### src/rtl/mmio_uart_tx.sv
// mmio_uart_tx: memory-mapped UART transmitter, FIFO-fed 8N1 serialiser.
// Define MMIO_UART_TX_PARITY_EN for 8E1 frames (even parity bit).
package mmio_uart_tx_pkg;
  typedef enum logic [2:0] {
    MEM_B,
    MEM_H,
    MEM_W,
    MEM_BU,
    MEM_HU
  } mem_dt_e;
endpackage

module mmio_uart_tx
  import mmio_uart_tx_pkg::*;
#(
  parameter logic [31:0] BASE_ADDR  = 32'h0000_1000,
  parameter int          FIFO_DEPTH = 8,
  parameter logic [15:0] DEF_DIV    = 16'd434
) (
  input  logic        clk,
  input  logic        rst_n,
  input  logic [31:0] d_addr,
  input  logic [31:0] d_wd,
  input  logic        d_we,
  input  mem_dt_e     d_dt,
  output logic [31:0] d_rd,
  output logic        sel,
  output logic        tx,
  output logic        irq
);

  localparam int AW = $clog2(FIFO_DEPTH);
  localparam int CW = AW + 1;

  typedef enum logic [2:0] {
    S_IDLE,
    S_START,
    S_DATA,
    S_STOP
`ifdef MMIO_UART_TX_PARITY_EN
    , S_PAR
`endif
  } state_e;

  logic [7:0]    mem_q [FIFO_DEPTH];
  logic [AW-1:0] wp_q, rp_q;
  logic [CW-1:0] fcnt_q;
  logic          ovf_q;
  logic [15:0]   div_q;

  state_e        st_q;
  logic          tx_q;
  logic [15:0]   bc_q;
  logic [15:0]   dl_q;
  logic [2:0]    bi_q;
  logic [7:0]    sh_q;
`ifdef MMIO_UART_TX_PARITY_EN
  logic          par_q;
`endif

  logic          wr;
  logic [1:0]    off;
  logic          empty, full, busy, last;
  logic          push_req, push, pop;
  logic [7:0]    head;
  logic [15:0]   div_eff;
  logic [31:0]   status;
  logic          unused_bits;

  assign sel      = d_addr[31:4] == BASE_ADDR[31:4];
  assign wr       = sel & d_we;
  assign off      = d_addr[3:2];
  assign empty    = fcnt_q == '0;
  assign full     = fcnt_q == CW'(FIFO_DEPTH);
  assign busy     = st_q != S_IDLE;
  assign last     = bc_q == dl_q - 16'd1;
  assign head     = mem_q[rp_q];
  assign div_eff  = (div_q == 16'd0) ? 16'd1 : div_q;
  assign push_req = wr & (off == 2'd0);
  assign pop      = !empty &
                    ((st_q == S_IDLE) |
                     ((st_q == S_STOP) & last));
  assign push     = push_req & (!full | pop);

  assign tx  = tx_q;
  assign irq = empty & !busy;

  assign status = {23'd0, 5'(fcnt_q),
                   ovf_q, empty, full, busy};

  // Access width is irrelevant: every register takes the full word lanes.
  assign unused_bits = ^{d_dt, d_addr[1:0], d_wd[31:16]};

  always_comb begin
    d_rd = '0;
    if (sel) begin
      unique case (off)
        2'd0: d_rd = '0;
        2'd1: d_rd = status;
        2'd2: d_rd = {16'd0, div_q};
        2'd3: d_rd = '0;
        default: d_rd = '0;
      endcase
    end
  end

  always_ff @(posedge clk or negedge rst_n) begin
    if (!rst_n) begin
      wp_q   <= '0;
      rp_q   <= '0;
      fcnt_q <= '0;
      ovf_q  <= 1'b0;
      div_q  <= DEF_DIV;
    end else begin
      if (push) wp_q <= wp_q + AW'(1);
      if (pop)  rp_q <= rp_q + AW'(1);
      if (push & !pop)
        fcnt_q <= fcnt_q + CW'(1);
      else if (pop & !push)
        fcnt_q <= fcnt_q - CW'(1);
      if (push_req & full & !pop)
        ovf_q <= 1'b1;
      else if (wr & (off == 2'd1) & d_wd[3])
        ovf_q <= 1'b0;
      if (wr & (off == 2'd2))
        div_q <= d_wd[15:0];
    end
  end

  always_ff @(posedge clk) begin
    if (push) mem_q[wp_q] <= d_wd[7:0];
  end

  always_ff @(posedge clk or negedge rst_n) begin
    if (!rst_n) begin
      st_q  <= S_IDLE;
      tx_q  <= 1'b1;
      bc_q  <= '0;
      dl_q  <= 16'd1;
      bi_q  <= '0;
      sh_q  <= '0;
`ifdef MMIO_UART_TX_PARITY_EN
      par_q <= 1'b0;
`endif
    end else begin
      bc_q <= last ? '0 : bc_q + 16'd1;
      unique case (st_q)
        S_IDLE: begin
          bc_q <= '0;
          if (!empty) begin
            st_q <= S_START;
            tx_q <= 1'b0;
            sh_q <= head;
            dl_q <= div_eff;
`ifdef MMIO_UART_TX_PARITY_EN
            par_q <= ^head;
`endif
          end
        end
        S_START: begin
          if (last) begin
            st_q <= S_DATA;
            tx_q <= sh_q[0];
            sh_q <= sh_q >> 1;
            bi_q <= '0;
          end
        end
        S_DATA: begin
          if (last) begin
            if (bi_q == 3'd7) begin
`ifdef MMIO_UART_TX_PARITY_EN
              st_q <= S_PAR;
              tx_q <= par_q;
`else
              st_q <= S_STOP;
              tx_q <= 1'b1;
`endif
            end else begin
              tx_q <= sh_q[0];
              sh_q <= sh_q >> 1;
              bi_q <= bi_q + 3'd1;
            end
          end
        end
`ifdef MMIO_UART_TX_PARITY_EN
        S_PAR: begin
          if (last) begin
            st_q <= S_STOP;
            tx_q <= 1'b1;
          end
        end
`endif
        S_STOP: begin
          if (last) begin
            if (!empty) begin
              st_q <= S_START;
              tx_q <= 1'b0;
              sh_q <= head;
              dl_q <= div_eff;
`ifdef MMIO_UART_TX_PARITY_EN
              par_q <= ^head;
`endif
            end else begin
              st_q <= S_IDLE;
            end
          end
        end
        default: begin
          st_q <= S_IDLE;
          tx_q <= 1'b1;
        end
      endcase
    end
  end

endmodule

### config.mk
export PLATFORM = sky130hd
export DESIGN_NAME = mmio_uart_tx
export DESIGN_NICKNAME = d
export VERILOG_FILES = /design/src/rtl/mmio_uart_tx.sv
export SDC_FILE = /design/constraint.sdc
export NUM_CORES = 1
export LEC_CHECK = 0
export CAP_MARGIN = 20
export CORE_UTILIZATION = 39
export CTS_BUF_LIST = sky130_fd_sc_hd__clkbuf_4 sky130_fd_sc_hd__clkbuf_8
export DETAILED_ROUTE_END_ITERATION = 8
export GPL_TIMING_DRIVEN = 0
export HOLD_SLACK_MARGIN = 0.08
export PLACE_DENSITY_LB_ADDON = 0.3
export SLEW_MARGIN = 30
export SYNTH_ARGS = -nofsm -noshare
export SYNTH_HDL_FRONTEND = slang
export SYNTH_SLANG_ARGS = --single-unit
### constraint.sdc
create_clock -name clk -period 5.6 [get_ports clk]
set_input_delay 1.12 -clock clk [delete_from_list [all_inputs] [get_ports clk]]
set_output_delay 1.12 -clock clk [all_outputs]
set_load 0.05 [all_outputs]
==> results.cfg <==
[status]
status = complete, no violations

[setup_path]
cp_max_fo = 10
path_class = input pin to primary output
cp-end-kind = primary output
arrival_ps = 3970
path_cells = clkdlybuf4s50_1, nor4b_1, nand4_1, nand4b_1, nor2b_1, and2_1, clkdlybuf4s50_1
cp.required_ps = 4480
slowest_delay_ps = 820
cp_slowest_cell = clkdlybuf4s50_1
cp-start-kind = input pin
cp_common_cell = clkdlybuf4s50_1

[power_and_ir_drop]
power.density_nw_per_um2 = 266
p_total_w = 0.00220
power.leakage_nw = 3.28
ir_drop_mv = 0.188

[routing]
vias = 4467
antenna_left = 0
drc = 0
drt-initial-drc-count = 238
avgViaCountPerCell = 5.18
drt_pass1_iterations = 4
wire_per_inst_um = 16.7
wl_um = 14400

[global_route]
gr-usage-met2_pct = 28.0
grt_pass1_wl_um = 23500
use_met3_pct = 3.51
grt_max_degree = 49
grt-ovfl-total = 0
grt_use_total_pct = 17.2
antenna_found_initial = 0
busiest_layer = met2
gr-usage-met1_pct = 22.5
grt_pass1_vias = 4523

[synthesis]
synth_area_leaders = edfxtp_1, dfrtp_1, mux2_2
synthTopCellsByCount = dfrtp_1, edfxtp_1, mux2_2
syn-mean-instance-area_um2 = 12.9
syn_area_um2 = 6810
yosysSeqAreaShare_pct = 55.2
synth-edff-count = 64
ys_ff_latch = 137
post-synth-top-count-cell = dfrtp_1
async_flop_share_pct = 53.3
postSynthCellCount = 527
synth_warnings = 0
synth_top_area_share_pct = 28.2
ys.flop_type = dfrtp_1
synth_area_leader_cell = edfxtp_1
ys_types = 62

[die]
die_x_um = 134
core_um2 = 16800
rows = 47
die-area_um2 = 18000
die_y_um = 134
initial_core_util_pct = 40.5
design.portCount = 105

[clock_network]
cts_setup_buffers = 0
cts_buffers = 17
cts_buffer_depth = 2
clkTransAtPathRegs_ps = 90
ctsHoldBuffers = 0
cts_tree = yes
post_cts_resized = 0
htreeDepth = 4
cts_sinks = 137
insertion_delay_ps = 450
root_buffer = clkbuf_8

[sta]
setup_viol = 0
max_freq_ghz = 0.196
maxSlewHeadroom_pct = 50.2
tns_ps = 0
slew_viol_final = 0
finalWorstPathRequiredPeriod_ps = 5090
finalHoldViolCount = 0
clock_skew_ps = 11.6
rsz0062_at_grt = no
period_share_pct = 91.0
worst_pin_slew_ps = 747

[placement]
globalplace.congestion = 0.864
portBuffers = 67
dp_hpwl_um = 10700

[layout]
fin_util_pct = 49.1
drive_gt1_share_pct = 20.6
syn_to_final_growth_pct = 21.2
antenna_cells = 0
nets = 713

[min_path]
min_path_type = register to register

[job]
cap_violations = 0
## worst paths after layout
path	start	end	slack (ps)	depth (start not counted)
worst max-delay path	d_addr[10]	d_rd[11]	510	7
worst min-delay path	sh_q[7]	sh_q[7]	500	1
worst max register to register	dl_q[1]	fcnt_q[3]	1180	18
worst min register to register	sh_q[7]	sh_q[7]	500	1
max in group asynchronous	rst_n	div_q[4]	4420	2
min in group asynchronous	rst_n	bc_q[15]	570	1
## sequential cells by signal, indices dropped and copies added, names as in the netlist
signal and cells:
st_q 2, rp_q 3, tx 1, div_q 16
mem_q 64, wp_q 3, dl_q 16, sh_q 8
bc_q 16, bi_q 3, ovf_q 1, fcnt_q 4
## placed cells by master (no fill, tap or decap), types with 6 or more instances in the layout
cell type	instances
xor2_1	13
nor3_1	15
nand3_1	17
buf_4	18
mux4_2	16
ha_1	13
clkbuf_1	8
nor2_1	40
nand2_1	22
dfstp_2	7
and2_1	9
dfrtp_1	66
clkdlybuf4s50_1	66
nand4_1	7
clkbuf_8	17
a21oi_1	6
nor4_1	11
inv_8	7
o21ai_0	16
conb_1	16
mux2_2	42
mux2i_1	9
xnor2_1	31
inv_1	14
a22oi_1	7
edfxtp_1	64
## critical path: cells and delay by family
kind | cells | cell delay [ps]
AND/OR/NAND/NOR | 5 | 1630
buffers and inverters | 2 | 1220
## cells by family (layout without fill, tap and decap cells)
logic type	Yosys count	count (layout)	synth area share, %
buffers and inverters	45	145	3.66
XOR/XNOR	44	44	5.66
other	1	16	0.0551
AO/OA/AOI/OAI	55	55	5.48
AND/OR/NAND/NOR	162	162	13.4
multiplexers	69	69	13.9
adder cells (fa/ha/maj)	14	14	2.68
flip-flops	137	137	55.2
## layout make-up
type | count | area (um^2)
Multi-Input combinational cell | 360 | 2860
Tap cell | 220 | 275
Clock buffer | 17 | 234
Timing Repair Buffer | 68 | 696
Sequential cell | 137 | 3760
Buffer | 31 | 198
Fill cell | 1467 | 8570
Clock inverter | 15 | 176
Inverter | 14 | 52.6
## where the power goes
group / switching (W) / leakage (nW) / internal, W
clock: 0.000453 / 0.208 / 0.000380
combinational: 0.000154 / 1.54 / 0.000122
sequential: 0.0000112 / 1.53 / 0.00108
## per-layer routing
metal	part of all wire (%)	wire [um]
met3	3.1	452
met5	0	0
met4	1.9	270
met2	48	6870
met1	47	6790
## through the flow
step	hold WS, ps	std cells	area [um^2]	worst slack, ps
after floorplan	463	542	6860	1420
after global placement	482	829	7810	550
after detailed placement	483	830	7840	529
after CTS	504	862	8250	532
after global routing	517	862	8250	265
final	499	862	8250	505
Power figures use the tool's default switching activity.
